[config.mk]
export PLATFORM = sky130hd
export DESIGN_NAME = hsv_blob_tracker_flat
export DESIGN_NICKNAME = d
export VERILOG_FILES = /design/src/rtl/hsv_blob_tracker_if.sv /design/src/rtl/hsv_blob_tracker.sv /design/src/flat_wrapper.sv
export SDC_FILE = /design/constraint.sdc
export NUM_CORES = 1
export LEC_CHECK = 0
export ABC_AREA = 0
export BUFFER_PORTS_ARGS = -buffer_cell sky130_fd_sc_hd__buf_4
export CAP_MARGIN = 30
export CORE_UTILIZATION = 50
export DETAILED_ROUTE_END_ITERATION = 12
export GPL_TIMING_DRIVEN = 1
export PLACE_DENSITY = 0.72
export SLEW_MARGIN = 30
export SYNTH_ARGS = -nofsm -noshare
export SYNTH_HDL_FRONTEND = slang
export SYNTH_SLANG_ARGS = --single-unit
[constraint.sdc]
create_clock -name clk -period 8.45 [get_ports clk]
set_input_delay 1.69 -clock clk [delete_from_list [all_inputs] [get_ports clk]]
set_output_delay 1.69 -clock clk [all_outputs]
set_load 0.01 [all_outputs]
[src/rtl/hsv_blob_tracker_if.sv]
// Pixel/config stream into the blob tracker and its mask/result stream out.
interface hsv_blob_tracker_if #(
  parameter int XW    = 11,
  parameter int YW    = 10,
  parameter int CNT_W = 20
);
  logic             sof;
  logic             eof;
  logic             pix_valid;
  logic [23:0]      hsv;
  logic [XW-1:0]    x;
  logic [YW-1:0]    y;
  logic [8:0]       hue_lo;
  logic [8:0]       hue_hi;
  logic [6:0]       sat_min;
  logic [7:0]       val_min;
  logic             mask_valid;
  logic             mask;
  logic [XW-1:0]    box_x0;
  logic [XW-1:0]    box_x1;
  logic [YW-1:0]    box_y0;
  logic [YW-1:0]    box_y1;
  logic [CNT_W-1:0] pix_count;
  logic             found;
  logic             result_valid;
  logic             frame_err;

  modport master (
    output sof, eof, pix_valid, hsv, x, y, hue_lo, hue_hi, sat_min, val_min,
    input  mask_valid, mask, box_x0, box_x1, box_y0, box_y1, pix_count, found,
           result_valid, frame_err
  );

  modport slave (
    input  sof, eof, pix_valid, hsv, x, y, hue_lo, hue_hi, sat_min, val_min,
    output mask_valid, mask, box_x0, box_x1, box_y0, box_y1, pix_count, found,
           result_valid, frame_err
  );
endinterface

[src/rtl/hsv_blob_tracker.sv]
// HSV colour-window thresholding with a 1-cycle mask stream and a per-frame
// bounding box / matched-pixel count published two cycles after eof.
module hsv_blob_tracker #(
  parameter int XW         = 11,
  parameter int YW         = 10,
  parameter int CNT_W      = 20,
  parameter int MIN_PIXELS = 64
)(
  input  logic              clk,
  input  logic              reset,
  hsv_blob_tracker_if.slave bus
);
  typedef enum logic {IDLE, ACCUM} state_t;
  state_t state, state_n;

  logic [8:0] sh_lo, sh_hi, lo, hi, h;
  logic [6:0] sh_sat, smin, s;
  logic [7:0] sh_val, vmin, v;
  logic       hue_ok, match;

  logic          s1_vld, s1_mask, s1_sof, s1_eof;
  logic [XW-1:0] s1_x;
  logic [YW-1:0] s1_y;

  logic [XW-1:0]    min_x, max_x, min_x_n, max_x_n;
  logic [YW-1:0]    min_y, max_y, min_y_n, max_y_n;
  logic [CNT_W-1:0] cnt, cnt_n;
  logic             active, publish, ferr;

  // The sof pixel already belongs to the new frame, so it sees the incoming
  // config rather than the stale shadow.
  always_comb begin
    lo   = bus.sof ? bus.hue_lo  : sh_lo;
    hi   = bus.sof ? bus.hue_hi  : sh_hi;
    smin = bus.sof ? bus.sat_min : sh_sat;
    vmin = bus.sof ? bus.val_min : sh_val;
    h    = bus.hsv[23:15];
    s    = bus.hsv[14:8];
    v    = bus.hsv[7:0];
    if (h >= 9'd360)  hue_ok = 1'b0;
    else if (lo <= hi) hue_ok = (h >= lo) && (h <= hi);
    else               hue_ok = (h >= lo) || (h <= hi);
    match = bus.pix_valid && hue_ok && (s >= smin) && (v >= vmin);
  end

  always_ff @(posedge clk or posedge reset) begin
    if (reset) begin
      sh_lo  <= '0;
      sh_hi  <= '0;
      sh_sat <= '0;
      sh_val <= '0;
    end else if (bus.sof) begin
      sh_lo  <= bus.hue_lo;
      sh_hi  <= bus.hue_hi;
      sh_sat <= bus.sat_min;
      sh_val <= bus.val_min;
    end
  end

  always_ff @(posedge clk or posedge reset) begin
    if (reset) begin
      s1_vld  <= 1'b0;
      s1_mask <= 1'b0;
      s1_sof  <= 1'b0;
      s1_eof  <= 1'b0;
      s1_x    <= '0;
      s1_y    <= '0;
    end else begin
      s1_vld  <= bus.pix_valid;
      s1_mask <= match;
      s1_sof  <= bus.sof;
      s1_eof  <= bus.eof;
      s1_x    <= bus.x;
      s1_y    <= bus.y;
    end
  end

  assign bus.mask_valid = s1_vld;
  assign bus.mask       = s1_mask;

  always_ff @(posedge clk or posedge reset) begin
    if (reset) state <= IDLE;
    else       state <= state_n;
  end

  // Init first, then include the stage-1 pixel, then publish on eof_d.
  always_comb begin
    state_n = state;
    min_x_n = min_x;
    max_x_n = max_x;
    min_y_n = min_y;
    max_y_n = max_y;
    cnt_n   = cnt;
    active  = 1'b0;
    publish = 1'b0;
    ferr    = 1'b0;
    case (state)
      IDLE: if (s1_sof) begin
        active  = 1'b1;
        state_n = ACCUM;
      end
      ACCUM: begin
        active = 1'b1;
        ferr   = s1_sof;
      end
      default: state_n = IDLE;
    endcase
    if (s1_sof) begin
      min_x_n = '1;
      max_x_n = '0;
      min_y_n = '1;
      max_y_n = '0;
      cnt_n   = '0;
    end
    if (active && s1_mask) begin
      if (s1_x < min_x_n) min_x_n = s1_x;
      if (s1_x > max_x_n) max_x_n = s1_x;
      if (s1_y < min_y_n) min_y_n = s1_y;
      if (s1_y > max_y_n) max_y_n = s1_y;
      if (cnt_n != '1) cnt_n = cnt_n + 1'b1;
    end
    if (active && s1_eof) begin
      publish = 1'b1;
      state_n = IDLE;
    end
  end

  always_ff @(posedge clk or posedge reset) begin
    if (reset) begin
      min_x <= '1;
      max_x <= '0;
      min_y <= '1;
      max_y <= '0;
      cnt   <= '0;
    end else begin
      min_x <= min_x_n;
      max_x <= max_x_n;
      min_y <= min_y_n;
      max_y <= max_y_n;
      cnt   <= cnt_n;
    end
  end

  always_ff @(posedge clk or posedge reset) begin
    if (reset) begin
      bus.box_x0       <= '0;
      bus.box_x1       <= '0;
      bus.box_y0       <= '0;
      bus.box_y1       <= '0;
      bus.pix_count    <= '0;
      bus.found        <= 1'b0;
      bus.result_valid <= 1'b0;
      bus.frame_err    <= 1'b0;
    end else begin
      bus.result_valid <= publish;
      bus.frame_err    <= ferr;
      if (publish) begin
        bus.pix_count <= cnt_n;
        bus.found     <= (64'(cnt_n) >= 64'(MIN_PIXELS));
        // An empty frame reports a zero box rather than the init sentinels.
        if (cnt_n == '0) begin
          bus.box_x0 <= '0;
          bus.box_x1 <= '0;
          bus.box_y0 <= '0;
          bus.box_y1 <= '0;
        end else begin
          bus.box_x0 <= min_x_n;
          bus.box_x1 <= max_x_n;
          bus.box_y0 <= min_y_n;
          bus.box_y1 <= max_y_n;
        end
      end
    end
  end
endmodule

[src/flat_wrapper.sv]
// flat-port wrapper written by rule: the top's interface ports become plain ports
module hsv_blob_tracker_flat 
#(
  parameter int XW         = 11,
  parameter int YW         = 10,
  parameter int CNT_W      = 20,
  parameter int MIN_PIXELS = 64
)
  (clk, reset, bus_sof, bus_eof, bus_pix_valid, bus_hsv, bus_x, bus_y, bus_hue_lo, bus_hue_hi, bus_sat_min, bus_val_min, bus_mask_valid, bus_mask, bus_box_x0, bus_box_x1, bus_box_y0, bus_box_y1, bus_pix_count, bus_found, bus_result_valid, bus_frame_err);
  hsv_blob_tracker_if #(.XW(XW), .YW(YW), .CNT_W(CNT_W)) bus_i ();
  input  logic clk;
  input  logic reset;
  input wire logic [$bits(bus_i.sof)-1:0] bus_sof;
  input wire logic [$bits(bus_i.eof)-1:0] bus_eof;
  input wire logic [$bits(bus_i.pix_valid)-1:0] bus_pix_valid;
  input wire logic [$bits(bus_i.hsv)-1:0] bus_hsv;
  input wire logic [$bits(bus_i.x)-1:0] bus_x;
  input wire logic [$bits(bus_i.y)-1:0] bus_y;
  input wire logic [$bits(bus_i.hue_lo)-1:0] bus_hue_lo;
  input wire logic [$bits(bus_i.hue_hi)-1:0] bus_hue_hi;
  input wire logic [$bits(bus_i.sat_min)-1:0] bus_sat_min;
  input wire logic [$bits(bus_i.val_min)-1:0] bus_val_min;
  output wire logic [$bits(bus_i.mask_valid)-1:0] bus_mask_valid;
  output wire logic [$bits(bus_i.mask)-1:0] bus_mask;
  output wire logic [$bits(bus_i.box_x0)-1:0] bus_box_x0;
  output wire logic [$bits(bus_i.box_x1)-1:0] bus_box_x1;
  output wire logic [$bits(bus_i.box_y0)-1:0] bus_box_y0;
  output wire logic [$bits(bus_i.box_y1)-1:0] bus_box_y1;
  output wire logic [$bits(bus_i.pix_count)-1:0] bus_pix_count;
  output wire logic [$bits(bus_i.found)-1:0] bus_found;
  output wire logic [$bits(bus_i.result_valid)-1:0] bus_result_valid;
  output wire logic [$bits(bus_i.frame_err)-1:0] bus_frame_err;
  assign bus_i.sof = bus_sof;
  assign bus_i.eof = bus_eof;
  assign bus_i.pix_valid = bus_pix_valid;
  assign bus_i.hsv = bus_hsv;
  assign bus_i.x = bus_x;
  assign bus_i.y = bus_y;
  assign bus_i.hue_lo = bus_hue_lo;
  assign bus_i.hue_hi = bus_hue_hi;
  assign bus_i.sat_min = bus_sat_min;
  assign bus_i.val_min = bus_val_min;
  assign bus_mask_valid = bus_i.mask_valid;
  assign bus_mask = bus_i.mask;
  assign bus_box_x0 = bus_i.box_x0;
  assign bus_box_x1 = bus_i.box_x1;
  assign bus_box_y0 = bus_i.box_y0;
  assign bus_box_y1 = bus_i.box_y1;
  assign bus_pix_count = bus_i.pix_count;
  assign bus_found = bus_i.found;
  assign bus_result_valid = bus_i.result_valid;
  assign bus_frame_err = bus_i.frame_err;
  hsv_blob_tracker #(.XW(XW), .YW(YW), .CNT_W(CNT_W), .MIN_PIXELS(MIN_PIXELS)) u_core (.clk(clk), .reset(reset), .bus(bus_i));
endmodule
-- Word-level counts from Yosys, hierarchy flattened
Cells that the tools add are included.
- add/subtract/negate cells: 1
- $lt $le $gt $ge: 11
- equal/unequal tests: 1
- muxes and demuxes: 31
- bitwise gates (word level): 1
- reductions and logical operators: 8
- operators with widths (operator ; count):
    11-bit two-way mux ; 8
    10-bit two-way mux ; 8
    20-bit two-way mux ; 3
    20-bit by 1-bit adder with 20-bit output (second input constant) ; 1
    20-bit by 7-bit greater-or-equal comparator with 1-bit output (second input constant) ; 1
    20-bit logical NOT ; 1
    20-bit inequality test (second input constant) ; 1
    9-bit less-or-equal comparator ; 2
    9-bit two-way mux ; 2
    11-bit > comparator ; 1
    11-bit less-than comparator ; 1
    10-bit > comparator ; 1
    10-bit less-than comparator ; 1
    9-bit greater-or-equal comparator ; 1
    9-bit greater-or-equal comparator (second input constant) ; 1
    8-bit greater-or-equal comparator ; 1
    8-bit two-way mux ; 1
    7-bit greater-or-equal comparator ; 1
    1-bit two-way mux ; 7
    7-bit two-way mux ; 1
    1-bit logical AND ; 6
    1-bit one-hot mux with 2 select lines ; 1
    1-bit logical OR ; 1
    1-bit NOT ; 1
- bits in registers: 186
- input bits: 83
- output and inout bits: 67
- logic and storage cells: 77

-- Logic depth before layout (Yosys ltp)
Gate-level depths: netlist of run 1.
- depth in word-level cells: 8
- mapped depth: 16
- depth with buffers taken out: 10

-- Worst setup path before layout of run 1
No wires, ideal clock.
- kind: input to register
- start: in bus_sof
- end: reg u_core.s1_mask (netlist: u_core.bus.mask)
- setup time: 120 ps
- data arrival time: 4182 ps
- required time: 8330 ps
- slack: 4148 ps
- cell stages on the path: 11
- buffers on the path: 2
- cells stage by stage: clkbuf_1 > buf_1 > mux2i_1 > inv_1 > ha_1 > and3_1 > a221o_1 > o21ai_0 > a21oi_1 > maj3_1 > and3_1
- longest elaborated chain between the ends: 8
- elaborated cells between the ends (all ways): 16
- those cells by class: 5 x order compare; 6 x mux; 5 x reduce/logical
- RTL lines (element ; RTL line ; RTL):
    start, declared ; flat_wrapper.sv:13 ; input wire logic [$bits(bus_i.sof)-1:0] bus_sof;
    9-bit two-way mux * ; - ;
    named net u_core.lo[6] ; hsv_blob_tracker.sv:16 ; logic [8:0] sh_lo, sh_hi, lo, hi, h;
    9-bit greater-or-equal comparator ; hsv_blob_tracker.sv:41, hsv_blob_tracker.sv:42 ;
    1-bit logical OR or 1-bit logical AND (tied branches) ; hsv_blob_tracker.sv:42, hsv_blob_tracker.sv:41 ;
    1-bit two-way mux * ; hsv_blob_tracker.sv:41 ; else if (lo <= hi) hue_ok = (h >= lo) && (h <= hi);
    1-bit two-way mux * ; hsv_blob_tracker.sv:40 ; if (h >= 9'd360) hue_ok = 1'b0;
    1-bit logical AND * (3 in series) ; hsv_blob_tracker.sv:43 ; match = bus.pix_valid && hue_ok && (s >= smin) && (v >= vmin);
    named net u_core.match ; hsv_blob_tracker.sv:19 ; logic hue_ok, match;
    end signal, assigned ; hsv_blob_tracker.sv:70 ; s1_mask <= match;
    end, declared ; hsv_blob_tracker.sv:21 ; logic s1_vld, s1_mask, s1_sof, s1_eof;
The timed path passes the listed nets; every way through them passes the cells marked *.
A chain may end at the register's enable or synchronous reset.

-- Final worst setup path of run 1
- start: in bus_sof
- end: reg u_core.s1_mask (netlist: u_core.bus.mask)
- longest elaborated chain between the ends: 8
- elaborated cells between the ends (all ways): 16
- those cells by class: 5 x order compare; 6 x mux; 5 x reduce/logical
- RTL lines (element ; RTL line):
    9-bit two-way mux (on tied branches) ; -
    9-bit greater-or-equal comparator or 9-bit less-or-equal comparator (tied branches) ; hsv_blob_tracker.sv:41, hsv_blob_tracker.sv:42
    1-bit logical OR or 1-bit logical AND (tied branches) ; hsv_blob_tracker.sv:42, hsv_blob_tracker.sv:41
    1-bit two-way mux ; hsv_blob_tracker.sv:41
    1-bit two-way mux ; hsv_blob_tracker.sv:40
    1-bit logical AND (2 in series) ; hsv_blob_tracker.sv:43
    1-bit logical AND * ; hsv_blob_tracker.sv:43
    named net u_core.match ; hsv_blob_tracker.sv:19
Marked as above.

==> results of run 1 <==
[per-stage QoR]
stage | power (W) | cell area [sq um] | worst slack [ps] | hold slack [ps]
floorplan | 0.00119 | 9720 | 1740 | 397
detailed placement | 0.00133 | 11000 | 4160 | 465
finish | 0.00219 | 11700 | 4600 | 477
global route | 0.00229 | 11700 | 4280 | 507
global placement | 0.00132 | 11000 | 4250 | 460
CTS | 0.00222 | 11700 | 4610 | 482
[sequential cells by signal (all words and copies together) (netlist names), 7 cells and up]
register              cells
u_core.bus.pix_count     20
u_core.cnt               20
u_core.bus.box_x0        11
u_core.bus.box_x1        11
u_core.max_x             11
u_core.min_x             11
u_core.s1_x              11
u_core.bus.box_y0        10
u_core.bus.box_y1        10
u_core.max_y             10
u_core.min_y             10
u_core.s1_y              10
u_core.sh_hi              9
u_core.sh_lo              9
u_core.sh_val             8
u_core.sh_sat             7
[final cells by class]
type,instances,share of cell area (%)
Clock buffer,19,3.79
Clock inverter,12,1.78
Inverter,90,2.95
Multi-Input combinational cell,644,38.7
Sequential cell,186,40.0
Tap cell,260,2.78
Timing Repair Buffer,156,10.0
[synth_stat cells (all sizes together), types with 5 or more instances]
| cell type | count | share of area (%) |
|---|---|---|
| o21a | 7 | 0.54 |
| a21o | 10 | 0.77 |
| nor2b | 35 | 2.3 |
| ha | 83 | 11 |
| inv | 90 | 3.5 |
| buf | 14 | 0.90 |
| or3 | 21 | 1.4 |
| nand3 | 29 | 1.5 |
| nand2b | 8 | 0.59 |
| nand2 | 73 | 2.8 |
| clkbuf | 31 | 1.2 |
| o21ai | 29 | 1.5 |
| nor3 | 12 | 0.73 |
| a31oi | 22 | 1.4 |
| xnor2 | 11 | 0.99 |
| mux2 | 5 | 0.58 |
| a211oi | 26 | 2.0 |
| nor2 | 96 | 3.7 |
| nor4 | 7 | 0.67 |
| xor2 | 6 | 0.54 |
| nand4 | 14 | 1.0 |
| a21oi | 43 | 2.2 |
| mux2i | 56 | 5.8 |
| and3 | 5 | 0.32 |
| dfrtp | 165 | 42 |
| o31ai | 8 | 0.62 |
| dfstp | 21 | 5.7 |
[power breakdown]
part	leakage (nW)	switching, W	internal [W]	total (W)
combinational	3.21	0.000172	0.000145	0.000317
clock	0.319	0.000349	0.000536	0.000885
sequential	2.34	0.0000384	0.000952	0.000990
[how the worst max path moves through the flow]
stage / start / endpoint / slack (ps)
5_1_grt: u_core.s1_sof / u_core.bus.box_y1[8] / 4280
6_report: bus_sof / u_core.bus.mask / 4600
2_1_floorplan: reset / u_core.bus.box_x0[0] / 1740
3_5_place_dp: bus_sof / u_core.bus.mask / 4160
3_3_place_gp: bus_sof / u_core.bus.mask / 4250
4_1_cts: u_core.s1_sof / u_core.bus.box_y1[8] / 4610
[worst max-delay path: stages]
cell and delay, ps:
buf_4 460, mux2i_1 380, ha_1 310, and3_1 200, a221o_1 360, o21ai_0 160, a21oi_1 90, maj3_1 320
and3_1 180
[cell families after synthesis]
kind of cell / Yosys count
buffers and inverters: 135
DFF: 186
xor gates and xnor gates: 17
AOI/OAI and AO/OA: 168
adders and majority gates: 84
muxes: 61
and+or+nand+nor: 314
[metal layers]
layer / part of all wire (%) / track usage (%) / up-vias
met5: 0 / 0 / -
met4: 1.2 / 5.77 / 0
met3: 5.3 / 6.11 / 15
met2: 47 / 37.6 / 160
met1: 46 / 31.4 / 3510
li1: - / - / 3607
==> summary.txt, run 1 <==
Synth
  • Post-synth EDFFs: 0
  • Synth Warn #: 0
  • Mean post-synth cell area: 10.1 sq um
  • Mux share of post-synthesis cell area: 6.35%
  • Cells after Synth: 965
  • Seq cells post-synth: 186
  • Simple-Gate Fraction of Synth Area: 16.4%
  • Post-Synthesis Cell Area: 9720 sq um
  • Post-synthesis compound-gate area fraction: 11.2%
  • Top_reg_cell synth: dfrtp_1
  • Adder-Cell Fraction of Synth Area: 10.8%
  • Synth Net Count: 1131
  • Largest family of logic cells by synthesized area: simple AND/OR/NAND/NOR gates
  • Synth Area in XOR/XNOR: 1.53%
  • Count of different cell masters after synthesis: 60
  • Async S/R FF share, synth: 100%
  • Post-synthesis sequential area ratio: 48.2%

Die
  • Die Wd: 141 um
  • Initial Util: 51.4%
  • Die height: 141 um
  • Core Region: 18900 sq um
  • Row count: 50
  • Top Ports: 150
  • DIE AREA: 20000 sq um

Layout
  • Commonest non-fill, non-tap cell in the layout: dfrtp_1
  • Reg area: 4680 sq um
  • Most frequent cells in the layout: dfrtp_1, buf_4, nor2_1
  • Area Growth Syn to Fin: 20.4%
  • Final Net Count: 1261
  • Layout fillers: 1610
  • Ant diodes: 0
  • Fin util: 61.9%
  • Layout cells sized above 1: 20.7%
  • Finished Layout Cells: 1367
  • Multi-input logic area: 4530 sq um

Clock network
  • CTS clk-pin slew, worst paths: 70 ps
  • CTS Buf Count: 17
  • CTS tree: built
  • Clk root buf: clkbuf_16
  • H-tree depth: 4
  • CTS max path bufs: 2
  • CTS resizes: 0
  • Clk sinks: 186
  • Insertion delay to the later sink of the worst-skew pair: 430 ps
  • Postcts setup bufs: 0
  • Post-CTS Hold Buffers: 0

Placement
  • Port Buffer Count: 149
  • Gpl congestion: 0.932
  • Dpl hpwl: 15.5 mm
  • Placed cells: 1336

Min path
  • Min-Delay Path Depth: 2
  • Hold endpoint: u_core.bus.pix_count[10]
  • Worst hold start: u_core.bus.pix_count[10]
  • Worst Hold Class: reg2reg

Detailed routing
  • Drt via density: 5.33
  • WL/cell: 16.1 um
  • Starting DRT DRC Count: 383
  • Antenna-violating nets left: 0
  • Wirelength, routed: 22.0 mm
  • DRC: 0
  • Pre-antenna DRT Iters: 4
  • Vias: 7292

Pwr
  • Power Density: 187 nW/um^2
  • Leakage: 5.87 nW
  • Worst vdd ir: 0.000151 V

STA
  • Final setup violating endpoints: 0
  • Clock skew: 8.89 ps
  • RSZ-0062 raised after global routing: no
  • Max-slew headroom: 41.6%
  • Final hold vios: 0
  • Fmax: 0.260 GHz
  • Total negative slack: 0 ps
  • Fin. max-slew vios: 0
  • Period minus WS final: 3850 ps
  • Slew @ Worst Pin: 869 ps
  • Period utilization: 45.5%

GRT
  • First-pass GRT wire length: 36.6 mm
  • Global route overflow: 0
  • Number of global-route vias before repair: 7300
  • Initial antenna violation count: 0
  • Largest net degree at the start of global routing: 120
  • GR Util All Layers: 23.3%

Worst setup path
  • Worst EP required: 8770 ps
  • Maximum fanout along the worst path: 34
  • Worst r2r path cells: 9
  • FF-to-FF Start: u_core.s1_sof
  • RR Endpoint: u_core.bus.box_y1[8]
  • WS Path Type: in2reg
  • Crit path DAT: 4170 ps
  • R2r setup slk: 4620 ps
  • Type of origin of the critical path: input port
  • Setup crit end kind: register

Run status
  • Run status: finished clean

Flow run
  • Max-cap check violation count: 0
Note: power is estimated with default switching activity, not from simulation.
==> inputs of run 2 (changes only) <==
--- a/config.mk
+++ b/config.mk
@@ -11,7 +11,7 @@
 export CORE_UTILIZATION = 50
 export DETAILED_ROUTE_END_ITERATION = 12
 export GPL_TIMING_DRIVEN = 1
-export PLACE_DENSITY = 0.72
+export PLACE_DENSITY = 0.74
 export SLEW_MARGIN = 30
 export SYNTH_ARGS = -nofsm -noshare
 export SYNTH_HDL_FRONTEND = slang
==> constraint.sdc (replaced) <==
create_clock -name clk -period 3.5 [get_ports clk]
set_input_delay 0.7 -clock clk [delete_from_list [all_inputs] [get_ports clk]]
set_output_delay 0.7 -clock clk [all_outputs]
set_load 0.01 [all_outputs]
==> run 2 against run 1 <==
Via count rose by 1.7%. Sequential power is 140% higher. Die area unchanged. Largest cell class unchanged. Core utilization rose by 0.95 points. Critical path depth increased by 2. First-iteration DRC count is 11% lower. Worst setup slack lost 4200 ps. Clock power increased by 140%. Power up 140%. Final cell count is 1.5% higher. Clock skew increased by 4.7 ps. Largest power group unchanged. Final area increased by 1.5%. Critical path type is now reg2reg.
==> summary.txt, run 2 (synthesis results as in run 1) <==
Worst setup path
  • Critical-path top delay cell: dfrtp_2 (was buf_4)
  • Worst path buffer plus inverter count: 2 (was 1)
  • FF-to-FF Start: u_core.s1_sof (unchanged)
  • Worst-path cell chain: nor2b_1 -> ha_1 -> buf_4 -> and4b_1 -> nand2_1 -> a211o_1 -> and3_1 -> o311ai_1 -> nor4b_4 -> buf_12 -> a211oi_1 (was buf_4 -> mux2i_1 -> ha_1 -> and3_1 -> a221o_1 -> o21ai_0 -> a21oi_1 -> maj3_1 -> and3_1)
  • Critical path's top delay family: compound AO/OA/AOI/OAI gates (was adder cells)
  • R2r setup slk: 410 ps (was 4620 ps)
  • Crit path DAT: 3430 ps (was 4170 ps)
  • WS Path Type: reg2reg (was in2reg)
  • Type of origin of the critical path: register (was input port)
  • Maximum fanout along the worst path: 42 (was 34)
  • Worst r2r path cells: 11 (was 9)
  • Worst EP required: 3840 ps (was 8770 ps)
  • Critical Path Max Stage Delay: 530 ps (was 460 ps)
  • RR Endpoint: u_core.bus.box_x1[6] (was u_core.bus.box_y1[8])
  • Setup crit end kind: register (unchanged)

Detailed routing
  • Wirelength, routed: 22.4 mm (was 22.0 mm)
  • DRC: 0 (unchanged)
  • Vias: 7413 (was 7292)
  • Antenna-violating nets left: 0 (unchanged)
  • WL/cell: 16.1 um (about the same)
  • Pre-antenna DRT Iters: 5 (was 4)
  • Starting DRT DRC Count: 340 (was 383)
  • Drt via density: 5.34 (was 5.33)

Clock network
  • CTS Buf Count: 17 (unchanged)
  • Post-CTS Hold Buffers: 0 (unchanged)
  • Clk root buf: clkbuf_16 (unchanged)
  • CTS max path bufs: 2 (unchanged)
  • CTS resizes: 0 (unchanged)
  • Insertion delay to the later sink of the worst-skew pair: 440 ps (was 430 ps)
  • Clk sinks: 186 (unchanged)
  • CTS clk-pin slew, worst paths: 80 ps (was 70 ps)
  • CTS tree: built (unchanged)
  • Postcts setup bufs: 0 (unchanged)
  • H-tree depth: 4 (unchanged)

Layout
  • Ant diodes: 0 (unchanged)
  • Commonest non-fill, non-tap cell in the layout: buf_4 (was dfrtp_1)
  • Most frequent cells in the layout: buf_4, dfrtp_1, nor2_1 (was dfrtp_1, buf_4, nor2_1)
  • Regs by FF count: u_core.bus.pix_count (20), u_core.cnt (20) (unchanged)
  • Multi-input logic area: 4520 sq um (was 4530 sq um)
  • Layout cells sized above 1: 22.2% (was 20.7%)
  • Layout fillers: 1583 (was 1610)
  • Reg area: 4680 sq um (unchanged)
  • Area Growth Syn to Fin: 22.2% (was 20.4%)
  • Final Net Count: 1280 (was 1261)

Die
  • Die height: 141 um (unchanged)
  • Row count: 50 (unchanged)
  • DIE AREA: 20000 sq um (unchanged)
  • Top Ports: 150 (unchanged)
  • Die Wd: 141 um (unchanged)
  • Initial Util: 51.4% (unchanged)
  • Core Region: 18900 sq um (unchanged)

Flow run
  • Max-cap check violation count: 0 (unchanged)

STA
  • Period utilization: 88.3%
  • Final setup violating endpoints: 0 (unchanged)
  • Slew @ Worst Pin: 654 ps (was 869 ps)
  • Clock skew: 13.5 ps (was 8.89 ps)
  • Total negative slack: 0 ps (unchanged)
  • Fin. max-slew vios: 0 (unchanged)
  • RSZ-0062 raised after global routing: no (unchanged)
  • Hold_ws: 241 ps (was 477 ps)
  • Final hold vios: 0 (unchanged)
  • Fmax: 0.324 GHz
  • Max-slew headroom: 56.4% (was 41.6%)
  • Period minus WS final: 3090 ps

Placement
  • Port Buffer Count: 149 (unchanged)
  • Gpl congestion: 0.904 (was 0.932)
  • Dpl hpwl: 16.2 mm (was 15.5 mm)

GRT
  • Largest net degree at the start of global routing: 67 (was 120)
  • Initial antenna violation count: 0 (unchanged)
  • First-pass GRT wire length: 37.4 mm (was 36.6 mm)
  • Number of global-route vias before repair: 7551 (was 7300)
  • GR Util All Layers: 23.7% (was 23.3%)
  • Global route overflow: 0 (unchanged)

Pwr
  • Power Density: 445 nW/um^2 (was 187 nW/um^2)
  • Worst vdd ir: 0.000304 V (was 0.000151 V)
  • Leakage: 5.98 nW (was 5.87 nW)

Min path
  • Worst Hold Class: in2async (was reg2reg)

Run status
  • Run status: finished clean (unchanged)
## run 2: per-layer routing
metal	part of all wire [%]	vias up	GRT usage, %	wire, um
li1	-	3645	-	-
met1	46	3543	31.6	10200
met2	46	192	37.3	10200
met3	6.7	33	7.12	1500
met4	1.8	0	7.24	407
met5	0	-	0	0
## run 2: metrics by stage
stage | cell area, sq um | utilization [%] | power, W | setup slack (ps) | cells
after floorplan | 9730 | - | 0.00287 | 31.7 | 965
after global placement | 11200 | 59.4 | 0.00320 | 427 | 1354
after detailed placement | 11200 | 59.4 | 0.00322 | 383 | 1354
after CTS | 11900 | 62.8 | 0.00532 | 399 | 1386
after global routing | 11900 | 62.9 | 0.00551 | 201 | 1387
final | 11900 | 62.9 | 0.00528 | 410 | 1387
## run 2: area by class of cell
| type | instances | share of cell area [%] |
|---|---|---|
| multi-input combinational | 644 | 38.0 |
| clock buffer | 18 | 3.70 |
| clock inverter | 14 | 1.67 |
| sequential | 186 | 39.4 |
| timing repair buffer | 175 | 11.6 |
| inverter | 90 | 2.88 |
| tap | 260 | 2.74 |
## run 2: power by group
| group | switching, W | internal, W |
|---|---|---|
| registers | 0.0000903 | 0.00230 |
| logic | 0.000426 | 0.000368 |
| clock network | 0.000923 | 0.00118 |
## run 2: worst max path at each step
stage / startpoint / end / cells past startpoint
final: u_core.s1_sof / u_core.bus.box_x1[6] / 11
after global routing: u_core.s1_sof / u_core.bus.box_y1[4] / 11
after CTS: u_core.s1_sof / u_core.bus.box_y1[4] / 11
after detailed placement: bus_sof / u_core.bus.mask / 10
after global placement: bus_sof / u_core.bus.mask / 11
after floorplan: u_core.s1_sof / u_core.bus.box_x1[7] / 15
